File: config.mk
export PLATFORM = sky130hd
export DESIGN_NAME = deskew_aligner
export DESIGN_NICKNAME = d
export VERILOG_FILES = /design/src/rtl/deskew_pkg.sv /design/src/rtl/deskew_lane_delay.sv /design/src/rtl/deskew_aligner.sv
export SDC_FILE = /design/constraint.sdc
export NUM_CORES = 1
export LEC_CHECK = 0
export ABC_AREA = 1
export CORE_MARGIN = 1.5
export CORE_UTILIZATION = 52
export DETAILED_ROUTE_END_ITERATION = 12
export PLACE_DENSITY_LB_ADDON = 0.3
export SLEW_MARGIN = 30
export SYNTH_ARGS = -nofsm -noshare
export SYNTH_HDL_FRONTEND = slang
export SYNTH_SLANG_ARGS = --single-unit
File: constraint.sdc
create_clock -name clk -period 9.3 [get_ports clk]
set_input_delay 1.395 -clock clk [delete_from_list [all_inputs] [get_ports clk]]
set_output_delay 1.395 -clock clk [all_outputs]
set_load 0.005 [all_outputs]
File: src/rtl/deskew_pkg.sv
// Shared constants for the lane deskew aligner: default geometry and output FIFO sizing.
package deskew_pkg;

    localparam int LANES_DEF  = 8;
    localparam int WIDTH_DEF  = 16;
    localparam int FIFO_DEPTH = 2;
    localparam int PTR_W      = $clog2(FIFO_DEPTH);
    localparam int CNT_W      = $clog2(FIFO_DEPTH + 1);

endpackage

File: src/rtl/deskew_lane_delay.sv
// Fixed-depth valid+data delay line for one lane; DEPTH=0 is a pure pass-through.
module lane_delay #(
    parameter int DEPTH = 1,
    parameter int WIDTH = 16
) (
    input  logic             clk,
    input  logic             rst_n,
    input  logic             i_valid,
    input  logic [WIDTH-1:0] i_data,
    output logic             o_valid,
    output logic [WIDTH-1:0] o_data
);

    generate
        if (DEPTH == 0) begin : g_pass
            logic w_unused_ctl;
            assign w_unused_ctl = clk ^ rst_n;
            assign o_valid      = i_valid;
            assign o_data       = i_data;
        end else begin : g_pipe
            logic [DEPTH-1:0] r_vld;
            logic [WIDTH-1:0] r_dat [DEPTH];

            always_ff @(posedge clk or negedge rst_n) begin
                if (!rst_n) begin
                    r_vld <= '0;
                end else begin
                    r_vld[0] <= i_valid;
                    for (int i = 1; i < DEPTH; i++) begin
                        r_vld[i] <= r_vld[i-1];
                    end
                end
            end

            // Data path is left unreset; the valid pipe alone qualifies it.
            always_ff @(posedge clk) begin
                r_dat[0] <= i_data;
                for (int i = 1; i < DEPTH; i++) begin
                    r_dat[i] <= r_dat[i-1];
                end
            end

            assign o_valid = r_vld[DEPTH-1];
            assign o_data  = r_dat[DEPTH-1];
        end
    endgenerate

endmodule

File: src/rtl/deskew_aligner.sv
// Realigns LANES staggered lane slices into whole words and queues them in a 2-entry FIFO.
// Define DESKEW_ERR_CHECK_EN to require all lane valids and flag partial alignment.
module deskew_aligner
    import deskew_pkg::*;
#(
    parameter int LANES = LANES_DEF,
    parameter int WIDTH = WIDTH_DEF
) (
    input  logic                   clk,
    input  logic                   rst_n,
    input  logic [LANES-1:0]       i_valid,
    input  logic [LANES*WIDTH-1:0] i_data,
    output logic                   o_valid,
    input  logic                   o_ready,
    output logic [LANES*WIDTH-1:0] o_data,
    output logic                   o_overflow,
    output logic                   o_skew_err,
    input  logic                   i_clr_err
);

    logic [LANES-1:0]       w_dvalid;
    logic [LANES*WIDTH-1:0] w_ddata;
    logic                   w_wr;

    // Lane k trails lane 0 by k cycles, so it needs LANES-1-k stages to catch up.
    for (genvar k = 0; k < LANES; k++) begin : g_lane
        lane_delay #(
            .DEPTH (LANES - 1 - k),
            .WIDTH (WIDTH)
        ) u_dly (
            .clk     (clk),
            .rst_n   (rst_n),
            .i_valid (i_valid[k]),
            .i_data  (i_data[k*WIDTH +: WIDTH]),
            .o_valid (w_dvalid[k]),
            .o_data  (w_ddata[k*WIDTH +: WIDTH])
        );
    end

`ifdef DESKEW_ERR_CHECK_EN
    logic w_partial;
    logic r_skew;

    assign w_wr      = &w_dvalid;
    assign w_partial = (|w_dvalid) & ~w_wr;

    always_ff @(posedge clk or negedge rst_n) begin
        if (!rst_n) begin
            r_skew <= 1'b0;
        end else begin
            r_skew <= w_partial | (r_skew & ~i_clr_err);
        end
    end

    assign o_skew_err = r_skew;
`else
    logic w_unused_vld;

    assign w_wr         = w_dvalid[0];
    assign w_unused_vld = ^w_dvalid[LANES-1:1];
    assign o_skew_err   = 1'b0;
`endif

    logic [LANES*WIDTH-1:0] r_mem [FIFO_DEPTH];
    logic [PTR_W-1:0]       r_wptr;
    logic [PTR_W-1:0]       r_rptr;
    logic [CNT_W-1:0]       r_count;
    logic                   r_ovf;
    logic                   w_full;
    logic                   w_pop;
    logic                   w_push;
    logic                   w_drop;

    assign o_valid = (r_count != '0);
    assign w_full  = (r_count == CNT_W'(FIFO_DEPTH));
    assign w_pop   = o_valid & o_ready;
    // A pop in the same cycle frees the slot the incoming word lands in.
    assign w_push  = w_wr & (~w_full | w_pop);
    assign w_drop  = w_wr & w_full & ~w_pop;

    always_ff @(posedge clk or negedge rst_n) begin
        if (!rst_n) begin
            r_wptr  <= '0;
            r_rptr  <= '0;
            r_count <= '0;
            r_ovf   <= 1'b0;
        end else begin
            if (w_push) begin
                r_wptr <= r_wptr + PTR_W'(1);
            end
            if (w_pop) begin
                r_rptr <= r_rptr + PTR_W'(1);
            end
            case ({w_push, w_pop})
                2'b10:   r_count <= r_count + CNT_W'(1);
                2'b01:   r_count <= r_count - CNT_W'(1);
                default: r_count <= r_count;
            endcase
            r_ovf <= w_drop | (r_ovf & ~i_clr_err);
        end
    end

    always_ff @(posedge clk) begin
        if (w_push) begin
            r_mem[r_wptr] <= w_ddata;
        end
    end

    assign o_data     = r_mem[r_rptr];
    assign o_overflow = r_ovf;

endmodule

After elaboration in Yosys (flattened, before gate mapping)

Memory sizes are Yosys's and may differ from the RTL's.
Cells that the tools add are included.

Equal/unequal tests: 3
Bitwise operators: 10
Add/sub/neg operators: 4
Muxes and demuxes: 3
Reduce and logical (&&, ||, !) cells: 2

Operators with widths:

| cell                                                                  | count |
|---|---|
| 1-bit AND                                                             | 5 |
| 2-bit equality test, second input constant                            | 2 |
| 2-bit one-hot mux with 2 select lines                                 | 1 |
| 2-bit nonzero test                                                    | 2 |
| 1-bit NOT                                                             | 3 |
| 1-bit adder, second input constant                                    | 2 |
| 2-bit by 1-bit adder with 2-bit output, second input constant         | 1 |
| 2-bit by 1-bit equality test with 1-bit output, second input constant | 1 |
| 1-bit two-way mux                                                     | 2 |
| 1-bit bitwise OR                                                      | 2 |
| 2-bit by 1-bit subtractor with 2-bit output, second input constant    | 1 |

Bits in registers: 12
Memories: 8
Word-level logic and storage cells: 35
RAM bits: 704
Bits of input ports: 140

Memories:

| memory                       | words | bits a word | read ports | clocked after memory_dff | write ports | line                    | text |
|---|---|---|---|---|---|---|---|
| r_mem                        | 2     | 128         | 1          | 0                        | 1           | deskew_aligner.sv:64    | `logic [LANES*WIDTH-1:0] r_mem [FIFO_DEPTH];` |
| g_lane[0].u_dly.g_pipe.r_dat | 7     | 16          | 7          | 0                        | 7           | deskew_lane_delay.sv:22 | `logic [WIDTH-1:0] r_dat [DEPTH];` |
| g_lane[1].u_dly.g_pipe.r_dat | 6     | 16          | 6          | 0                        | 6           | deskew_lane_delay.sv:22 |  |
| g_lane[2].u_dly.g_pipe.r_dat | 5     | 16          | 5          | 0                        | 5           | deskew_lane_delay.sv:22 |  |
| g_lane[3].u_dly.g_pipe.r_dat | 4     | 16          | 4          | 0                        | 4           | deskew_lane_delay.sv:22 |  |
| g_lane[4].u_dly.g_pipe.r_dat | 3     | 16          | 3          | 0                        | 3           | deskew_lane_delay.sv:22 |  |
| 2 more memories              | --    | --          | --         | --                       | --          | --                      |  |

Depth between registers and ports, before layout

Gate-level depths: netlist (run 1).

Word-level depth: 6
Gate-level depth with buffers: 10
Depth with buffers taken out: 10

Cells and area by module

A second synthesis (run 1) with hierarchy kept.

Cells, all modules: 1247
Area, all modules: 19705.1 um^2

By module, submodules not included:

| module                        | times used | seq. area each (um^2) | cells each | area each (um^2) |
|---|---|---|---|---|
| deskew_aligner                | 1          | 7812.5                | 706        | 9547.9 |
| lane_delay at g_lane[0].u_dly | 1          | 2417.3                | 119        | 2417.3 |
| lane_delay at g_lane[1].u_dly | 1          | 2072.0                | 102        | 2072.0 |
| lane_delay at g_lane[2].u_dly | 1          | 1726.7                | 101        | 1846.8 |
| lane_delay at g_lane[3].u_dly | 1          | 1381.3                | 68         | 1381.3 |
| lane_delay at g_lane[4].u_dly | 1          | 1036.0                | 67         | 1156.1 |
| lane_delay at g_lane[5].u_dly | 1          | 690.7                 | 50         | 810.8 |
| lane_delay at g_lane[6].u_dly | 1          | 345.3                 | 17         | 345.3 |
| lane_delay at g_lane[7].u_dly | 1          | 0.0                   | 17         | 127.6 |

Worst setup path after synthesis (run 1)

OpenSTA, ideal clock, no wires.

Kind: input-to-reg
Start: input o_ready
End: memory r_mem[1][0] in the netlist's numbering, enable pin
Setup time: 616 ps
Setup slack: 1746 ps
Stages on the path: 4
Buffers on the path: 0
Arrival time: 6938 ps
Data required time: 8684 ps
Cell sequence: inv_1 nand3_1 nand2_1 nor2_1

Cells in the longest elaborated chain, start to end: 5

RTL lines:

| item                                    | line                  | text |
|---|---|---|
| start, declared                         | deskew_aligner.sv:14  | `input logic o_ready,` |
| 1-bit AND                               | deskew_aligner.sv:76  | `assign w_pop = o_valid & o_ready;` |
| 1-bit bitwise OR                        | deskew_aligner.sv:78  | `assign w_push = w_wr & (~w_full \| w_pop);` |
| 1-bit AND                               | deskew_aligner.sv:78  |  |
| 1-bit two-way mux                       | deskew_aligner.sv:104 | `if (w_push) begin` |
| 1-bit two-way mux (not written as such) | deskew_aligner.sv:105 | `r_mem[r_wptr] <= w_ddata;` |
| end, declared                           | deskew_aligner.sv:64  |  |

No other way between the ends.

Final worst setup path (run 1)

Start: register r_rptr
End: output o_data[110]

Cells in the longest elaborated chain, start to end: 1

RTL lines:

| item                    | line                 | text |
|---|---|---|
| start, declared         | deskew_aligner.sv:66 | `logic [PTR_W-1:0] r_rptr;` |
| start signal, assigned  | deskew_aligner.sv:92 | `r_rptr <= r_rptr + PTR_W'(1);` |
| memory read 2 x 128 bit | --                   |  |
| end, declared           | deskew_aligner.sv:15 | `output logic [LANES*WIDTH-1:0] o_data,` |

No other way between the ends.

==> metrics.md, run 1 <==
| Metric | Value |
|---|---|
| Tcrit/Tclk final | `53.4%` |
| Max-Cap Viols | `0` |
| Slowest cell delay on critical path | `0.75 ns` |
| Critical-path maximum fanout | `68` |
| Buffers & Inverters on Critical Path | `3` |
| Hold buffer count at CTS | `0` |
| Vias in the first global route | `8650` |
| Crit start category | `flip-flop` |
| Ports | `271` |
| Fmax | `201 MHz` |
| Flops & latches, synth | `716` |
| Chip height | `193 µm` |
| GP Congestion | `0.688` |
| Dpl cells | `1860` |
| Switching Fraction | `24.5%` |
| CP Cell Sequence | `inv_4 > buf_4 > nand2_1 > nand2_1 > clkdlybuf4s50_1` |
| Post-cts repair resize count | `0` |
| Status | `finished, final reports clean` |
| Switching power | `1.90 mW` |
| Core Region | `0.0355 mm²` |
| TritonCTS clock tree | `built` |
| DRC errors left | `0` |
| CP most frequent cell | `nand2_1` |
| WP data arrival | `3.57 ns` |
| Register area share after synthesis | `90.7%` |
| Post-route minimum period | `4.97 ns` |
| Clk pwr share | `34.6%` |
| Clock buffer depth | `3` |
| Max-slew headroom | `43.3%` |
| Type of destination of the critical path | `output port` |
| Via count | `8781` |
| CTS H-tree lvls | `3` |
| Vias per cell | `4.43` |
| Synth Area per Inst | `16.1 µm²` |
| Ant diodes | `0` |
| Fillers | `2381` |
| Root Driver | `clkbuf_16` |
| Delay-heaviest family, CP | `buffers and inverters` |
| Drt first-iter violations | `313` |
| Synth unique cells | `16` |
| CP max-delay cell | `dfrtp_4` |
| Post-Layout Cell Count | `1982` |
| Share of cells above drive strength 1 | `7.36%` |
| Lkg Pwr | `9.69 nW` |
| Worst vdd ir | `203 µV` |
| Fin Clk Skew | `0.0173 ns` |
| Hold slack | `0.310 ns` |
| Detail Route Antenna Nets | `0` |
| Actual slew at the worst max-slew pin | `0.850 ns` |
| Pins Over Slew Limit | `0` |
| Clock sink count | `716` |
| Clock transition at path regs | `0.07 ns` |
| Mapped Nets | `1302` |
| Initial core utilization | `52.7%` |
| Internal power | `5.84 mW` |
| Power per cell area | `322 mW/mm²` |
| Port bufs | `262` |
| Row count | `69` |
| Final setup violation count | `0` |
| Chip Width | `193 µm` |
| RSZ-0062 raised after global routing | `false` |
| Hold Crit Class | `flip-flop to flip-flop` |
| Number of buffers created by CTS | `67` |
| Total power | `7.74 mW` |
| Final wirelength | `29.6 mm` |
| Nets | `1609` |
| Worst EP required | `7.91 ns` |
| Final Hold Viols | `0` |
| Largest net degree at the start of global routing | `81` |
| First-pass detailed-route iteration total | `4` |
| DR WL/cell | `14.9 µm` |
| Total GRT Usage | `15.9%` |
| Post-CTS setup buffer count | `0` |
| YS warnings | `0` |
| First-pass GRT wire length | `44.3 mm` |
| Synth-to-Final Area Change | `28.6%` |
| Initial antenna violation count | `0` |
| Post-Syn Area | `0.0187 mm²` |
| DIE AREA | `0.0371 mm²` |
| Post-Syn Instances | `1161` |
| Setup TNS | `0 ns` |
| Worst-Skew Late Latency | `0.57 ns` |
| Grt total ovfl | `0` |
| Critical path class | `flip-flop to output port` |
| Comb power frac | `16.8%` |
| Sequential power share | `48.6%` |
| Detailed Place HPWL | `17.3 mm` |
## registers in the layout (all words and copies together) (netlist names)
name                       flops
g_lane.u_dly.g_pipe.r_vld      7
r_wptr                         1
g_lane.u_dly.g_pipe.r_dat    448
r_count                        2
o_overflow                     1
r_rptr                         1
r_mem                        256
## stage by stage
stage          util, %  worst slack, ns  instance area, µm²
2_1_floorplan        -             1.75               18700
3_3_place_gp      61.4             4.84               21800
3_5_place_dp      61.4             4.82               21800
4_1_cts           67.7             4.20               24000
5_1_grt           67.7             4.07               24000
6_report          67.7             4.33               24000
## cells by family (layout without fill, tap and decap cells)
group                      count (synthesis)  count (layout)  share of synthesized area (%)
AOI/OAI and AO/OA                          1               1                         0.0335
and+or+nand+nor                          401             401                           8.09
DFF                                      716             716                           90.7
other                                      1               1                         0.0201
xor gates and xnor gates                   1               1                         0.0469
buffers and inverters                     40             400                           1.03
adders and majority gates                  1               1                         0.0669
## metal layers
layer	track usage (%)	vias to the layer above	routed length (µm)	part of all wire, %
met5	0	-	0	0
met2	27.5	234	15000	51
met4	7.84	0	915	3.1
met1	18.2	4083	11900	40
met3	4.24	59	1800	6.1
li1	-	4405	-	-
## final timing paths
path                                                startpoint  slack (ns)                                  end  cells after the start
setup / recovery                                        r_rptr        4.33                          o_data[110]                      5
hold / removal             g_lane[4].u_dly.g_pipe.r_dat[0][18]        0.31  g_lane[4].u_dly.g_pipe.r_dat[0][34]                      0
setup reg to reg                                        r_rptr        6.77                               r_rptr                      4
hold reg to reg            g_lane[4].u_dly.g_pipe.r_dat[0][18]        0.31  g_lane[4].u_dly.g_pipe.r_dat[0][34]                      0
max in group asynchronous                                rst_n        7.73                               r_rptr                      1
min in group asynchronous                                rst_n        1.18                           o_overflow                      1
## power groups by stage
stage	sequential (mW)	clock [mW]	combinational [mW]
2_1_floorplan	3.79	0	0.564
3_5_place_dp	3.83	0	1.32
3_3_place_gp	3.81	0	1.32
5_1_grt	3.79	2.88	1.44
6_report	3.76	2.68	1.30
4_1_cts	3.77	2.75	1.34
## cells in the mapped netlist, drive strengths merged
cell      n  area share, %
ha        1          0.067
dfrtp    12            1.6
nand3     3          0.080
inv      11           0.22
nor2      1          0.020
buf      28           0.79
clkbuf    1          0.020
dfxtp   448             48
conb      1          0.020
edfxtp  256             41
nand2   396            8.0
xnor2     1          0.047
nand4     1          0.033
o22ai     1          0.033
## cell type report
type                    count  area, µm²  share of cell area, %
well taps                 461        577                   2.40
clock inverters            32        299                   1.24
inverters                  11       48.8                  0.203
multi-input cells         405       1550                   6.45
repair buffers            267       2660                   11.1
flip-flops and latches    716      17000                   70.6
clock buffers              90       1940                   8.07
## placed cells by master (no fill, tap or decap), types with 2 or more instances in the layout
cell,instances
dfxtp_1,448
nand2_1,396
clkdlybuf4s50_1,262
edfxtp_1,256
clkbuf_16,73
clkbuf_1,12
dfrtp_1,11
inv_1,9
clkinv_1,7
clkinv_2,6
inv_4,5
inv_6,5
clkbuf_8,5
buf_4,4
nand3_1,3
bufinv_16,3
clkinvlp_4,3
clkinv_4,2
clkinv_8,2
(Power assumes the default switching activity.)
==> run 2: changes to the inputs <==
Clock period 9.3 ns to 4.6 ns, I/O delays scaled along.
==> run 2 against run 1 <==
Sequential power up 100%. Highest routed layer is now met5. Design area down 0.47%. Die area unchanged. Wire length up 0.91%. Worst hold slack better by 0.0074 ns.
==> metrics.md, run 2 (synthesis gave the netlist of run 1 again) <==
| Metric | Value |
|---|---|
| DR WL/cell | `15.1 µm (was 14.9 µm)` |
| Ports | `271 (unchanged)` |
| Number of flip-flops under the largest register name | `448 (unchanged)` |
| Root Driver | `clkbuf_16 (unchanged)` |
| Initial core utilization | `52.7% (unchanged)` |
| Grt total ovfl | `0 (unchanged)` |
| GP Congestion | `0.733 (was 0.688)` |
| Tcrit/Tclk final | `79.1%` |
| CTS H-tree lvls | `3 (unchanged)` |
| Share of cells above drive strength 1 | `6.85% (was 7.36%)` |
| Switching Fraction | `24.3% (was 24.5%)` |
| Hold buffer count at CTS | `0 (unchanged)` |
| DRC errors left | `0 (unchanged)` |
| Crit start category | `flip-flop (unchanged)` |
| Clock transition at path regs | `0.06 ns (was 0.07 ns)` |
| Commonest non-fill, non-tap cells in the layout | `dfxtp_1, nand2_1, clkdlybuf4s50_1 (unchanged)` |
| Clock buffer depth | `3 (unchanged)` |
| Chip Width | `193 µm (unchanged)` |
| Status | `finished, final reports clean (unchanged)` |
| Hold slack | `0.318 ns (was 0.310 ns)` |
| Worst Setup SP | `r_rptr (unchanged)` |
| CP max-delay cell | `dfrtp_4 (unchanged)` |
| Chip height | `193 µm (unchanged)` |
| Via count | `8922 (was 8781)` |
| First-pass detailed-route iteration total | `4 (unchanged)` |
| Post-Layout Cell Count | `1982 (unchanged)` |
| Dpl cells | `1861 (was 1860)` |
| Biggest register | `g_lane.u_dly.g_pipe.r_dat (unchanged)` |
| RSZ-0062 raised after global routing | `false (unchanged)` |
| Synth-to-Final Area Change | `28.0% (was 28.6%)` |
| TritonCTS clock tree | `built (unchanged)` |
| Total power | `15.4 mW (was 7.74 mW)` |
| Fmax | `275 MHz` |
| Worst-Skew Late Latency | `0.57 ns (about the same)` |
| Final Hold Viols | `0 (unchanged)` |
| Max-slew headroom | `46.8% (was 43.3%)` |
| Actual slew at the worst max-slew pin | `0.798 ns (was 0.850 ns)` |
| Hold Crit Class | `flip-flop to flip-flop (unchanged)` |
| Post-route minimum period | `3.64 ns` |
| Leading cell type in the layout, fill and taps excluded | `dfxtp_1 (unchanged)` |
| Max-Cap Viols | `0 (unchanged)` |
| Total GRT Usage | `16.2% (was 15.9%)` |
| Post-cts repair resize count | `0 (unchanged)` |
| Drt first-iter violations | `385 (was 313)` |
| Vias per cell | `4.50 (was 4.43)` |
| HP Start | `g_lane[0].u_dly.g_pipe.r_dat[4][0] (was g_lane[4].u_dly.g_pipe.r_dat[0][18])` |
| Detail Route Antenna Nets | `0 (unchanged)` |
| Clk pwr share | `33.3% (was 34.6%)` |
| Comb power frac | `17.7% (was 16.8%)` |
| Slowest cell delay on critical path | `0.65 ns (was 0.75 ns)` |
| Port bufs | `262 (unchanged)` |
| First-pass GRT wire length | `44.9 mm (was 44.3 mm)` |
| CP Cell Sequence | `inv_4 > buf_12 > nand2_1 > nand2_1 > clkdlybuf4s50_1 (was inv_4 > buf_4 > nand2_1 > nand2_1 > clkdlybuf4s50_1)` |
| Row count | `69 (unchanged)` |
| Type of destination of the critical path | `output port (unchanged)` |
| Number of buffers created by CTS | `66 (was 67)` |
| Switching power | `3.74 mW (was 1.90 mW)` |
| Internal power | `11.7 mW (was 5.84 mW)` |
| Core Region | `0.0355 mm² (unchanged)` |
| Reg-to-Reg Start | `r_count[0] (was r_rptr)` |
| Post-place setup slack | `1.45 ns (was 4.82 ns)` |
| Worst vdd ir | `435 µV (was 203 µV)` |
| Critical-path maximum fanout | `76 (was 68)` |
| Fillers | `2379 (was 2381)` |
| Final setup violation count | `0 (unchanged)` |
| Worst EP required | `3.91 ns (was 7.91 ns)` |
| Nets | `1609 (unchanged)` |
| Detailed Place HPWL | `16.9 mm (was 17.3 mm)` |
| Setup TNS | `0 ns (unchanged)` |
| CP most frequent cell | `nand2_1 (unchanged)` |
| Sequential power share | `49.1% (was 48.6%)` |
| Post-CTS setup buffer count | `0 (unchanged)` |
| WP data arrival | `2.95 ns (was 3.57 ns)` |
| Largest net degree at the start of global routing | `90 (was 81)` |
| Power per cell area | `643 mW/mm² (was 322 mW/mm²)` |
| Vias in the first global route | `8709 (was 8650)` |
| Largest regs | `g_lane.u_dly.g_pipe.r_dat (448), r_mem (256), g_lane.u_dly.g_pipe.r_vld (7) (unchanged)` |
| Pins Over Slew Limit | `0 (unchanged)` |
| Final wirelength | `29.9 mm (was 29.6 mm)` |
| Initial antenna violation count | `4 (was 0)` |
| Fin Clk Skew | `0.0124 ns (was 0.0173 ns)` |
| Critical path class | `flip-flop to output port (unchanged)` |
| Lkg Pwr | `9.64 nW (was 9.69 nW)` |
| Final worst setup slack | `0.962 ns (was 4.33 ns)` |
| DIE AREA | `0.0371 mm² (unchanged)` |
| Clock sink count | `716 (unchanged)` |
run 2: changes by cell type in the layout (fill, tap and decap cells not counted), sizes merged:
cell      change
inv           -5
clkinv        -4
buf           +1
clkinvlp      -3
diode         +3
bufinv        -2
clkbuf       +10
run 2: power by group through the flow:
stage | clock network, mW | registers [mW] | logic, mW
2_1_floorplan | 0 | 7.63 | 1.14
3_3_place_gp | 0 | 7.65 | 2.74
3_5_place_dp | 0 | 7.69 | 2.77
4_1_cts | 5.26 | 7.56 | 2.80
5_1_grt | 5.52 | 7.61 | 3.00
6_report | 5.12 | 7.55 | 2.72
run 2: final cells by class:
| class | instances | area [µm²] | area share [%] |
|---|---|---|---|
| Sequential cell | 716 | 17000 | 70.9 |
| Timing Repair Buffer | 268 | 2710 | 11.3 |
| Clock buffer | 100 | 1950 | 8.17 |
| Multi-Input combinational cell | 405 | 1550 | 6.48 |
| Tap cell | 461 | 577 | 2.41 |
| Clock inverter | 18 | 124 | 0.518 |
| Inverter | 11 | 48.8 | 0.204 |
| Antenna cell | 3 | 7.51 | 0.0314 |
run 2: final timing paths:
check	to	slack (ns)	cells after the start
max	o_data[64]	0.96	5
min	g_lane[0].u_dly.g_pipe.r_dat[5][0]	0.32	0
max reg2reg	r_mem[0][63]	2.46	5
min reg2reg	g_lane[0].u_dly.g_pipe.r_dat[5][0]	0.32	0
max in group asynchronous	r_rptr	3.72	1
min in group asynchronous	r_count[1]	0.48	1
run 2: metrics by stage:
step,util (%),area (µm²)
5_1_grt,67.4,23900
3_5_place_dp,61.6,21800
3_3_place_gp,61.6,21800
2_1_floorplan,-,18700
4_1_cts,67.4,23900
6_report,67.4,23900
run 2: routing by layer:
| metal | vias up | share of wire (%) | track usage, % |
|---|---|---|---|
| met5 | - | 0.10 | 0 |
| met3 | 51 | 6.3 | 4.55 |
| met1 | 4223 | 42 | 19.5 |
| met4 | 4 | 2.0 | 7.72 |
| li1 | 4417 | - | - |
| met2 | 227 | 50 | 26.8 |
run 2: critical path, delay by kind of cell, from the launching register on:
kind                   cells  cell delay [ns]
buffers and inverters      3             1.53
flip-flops                 1             0.65
AND/OR/NAND/NOR            2             0.16
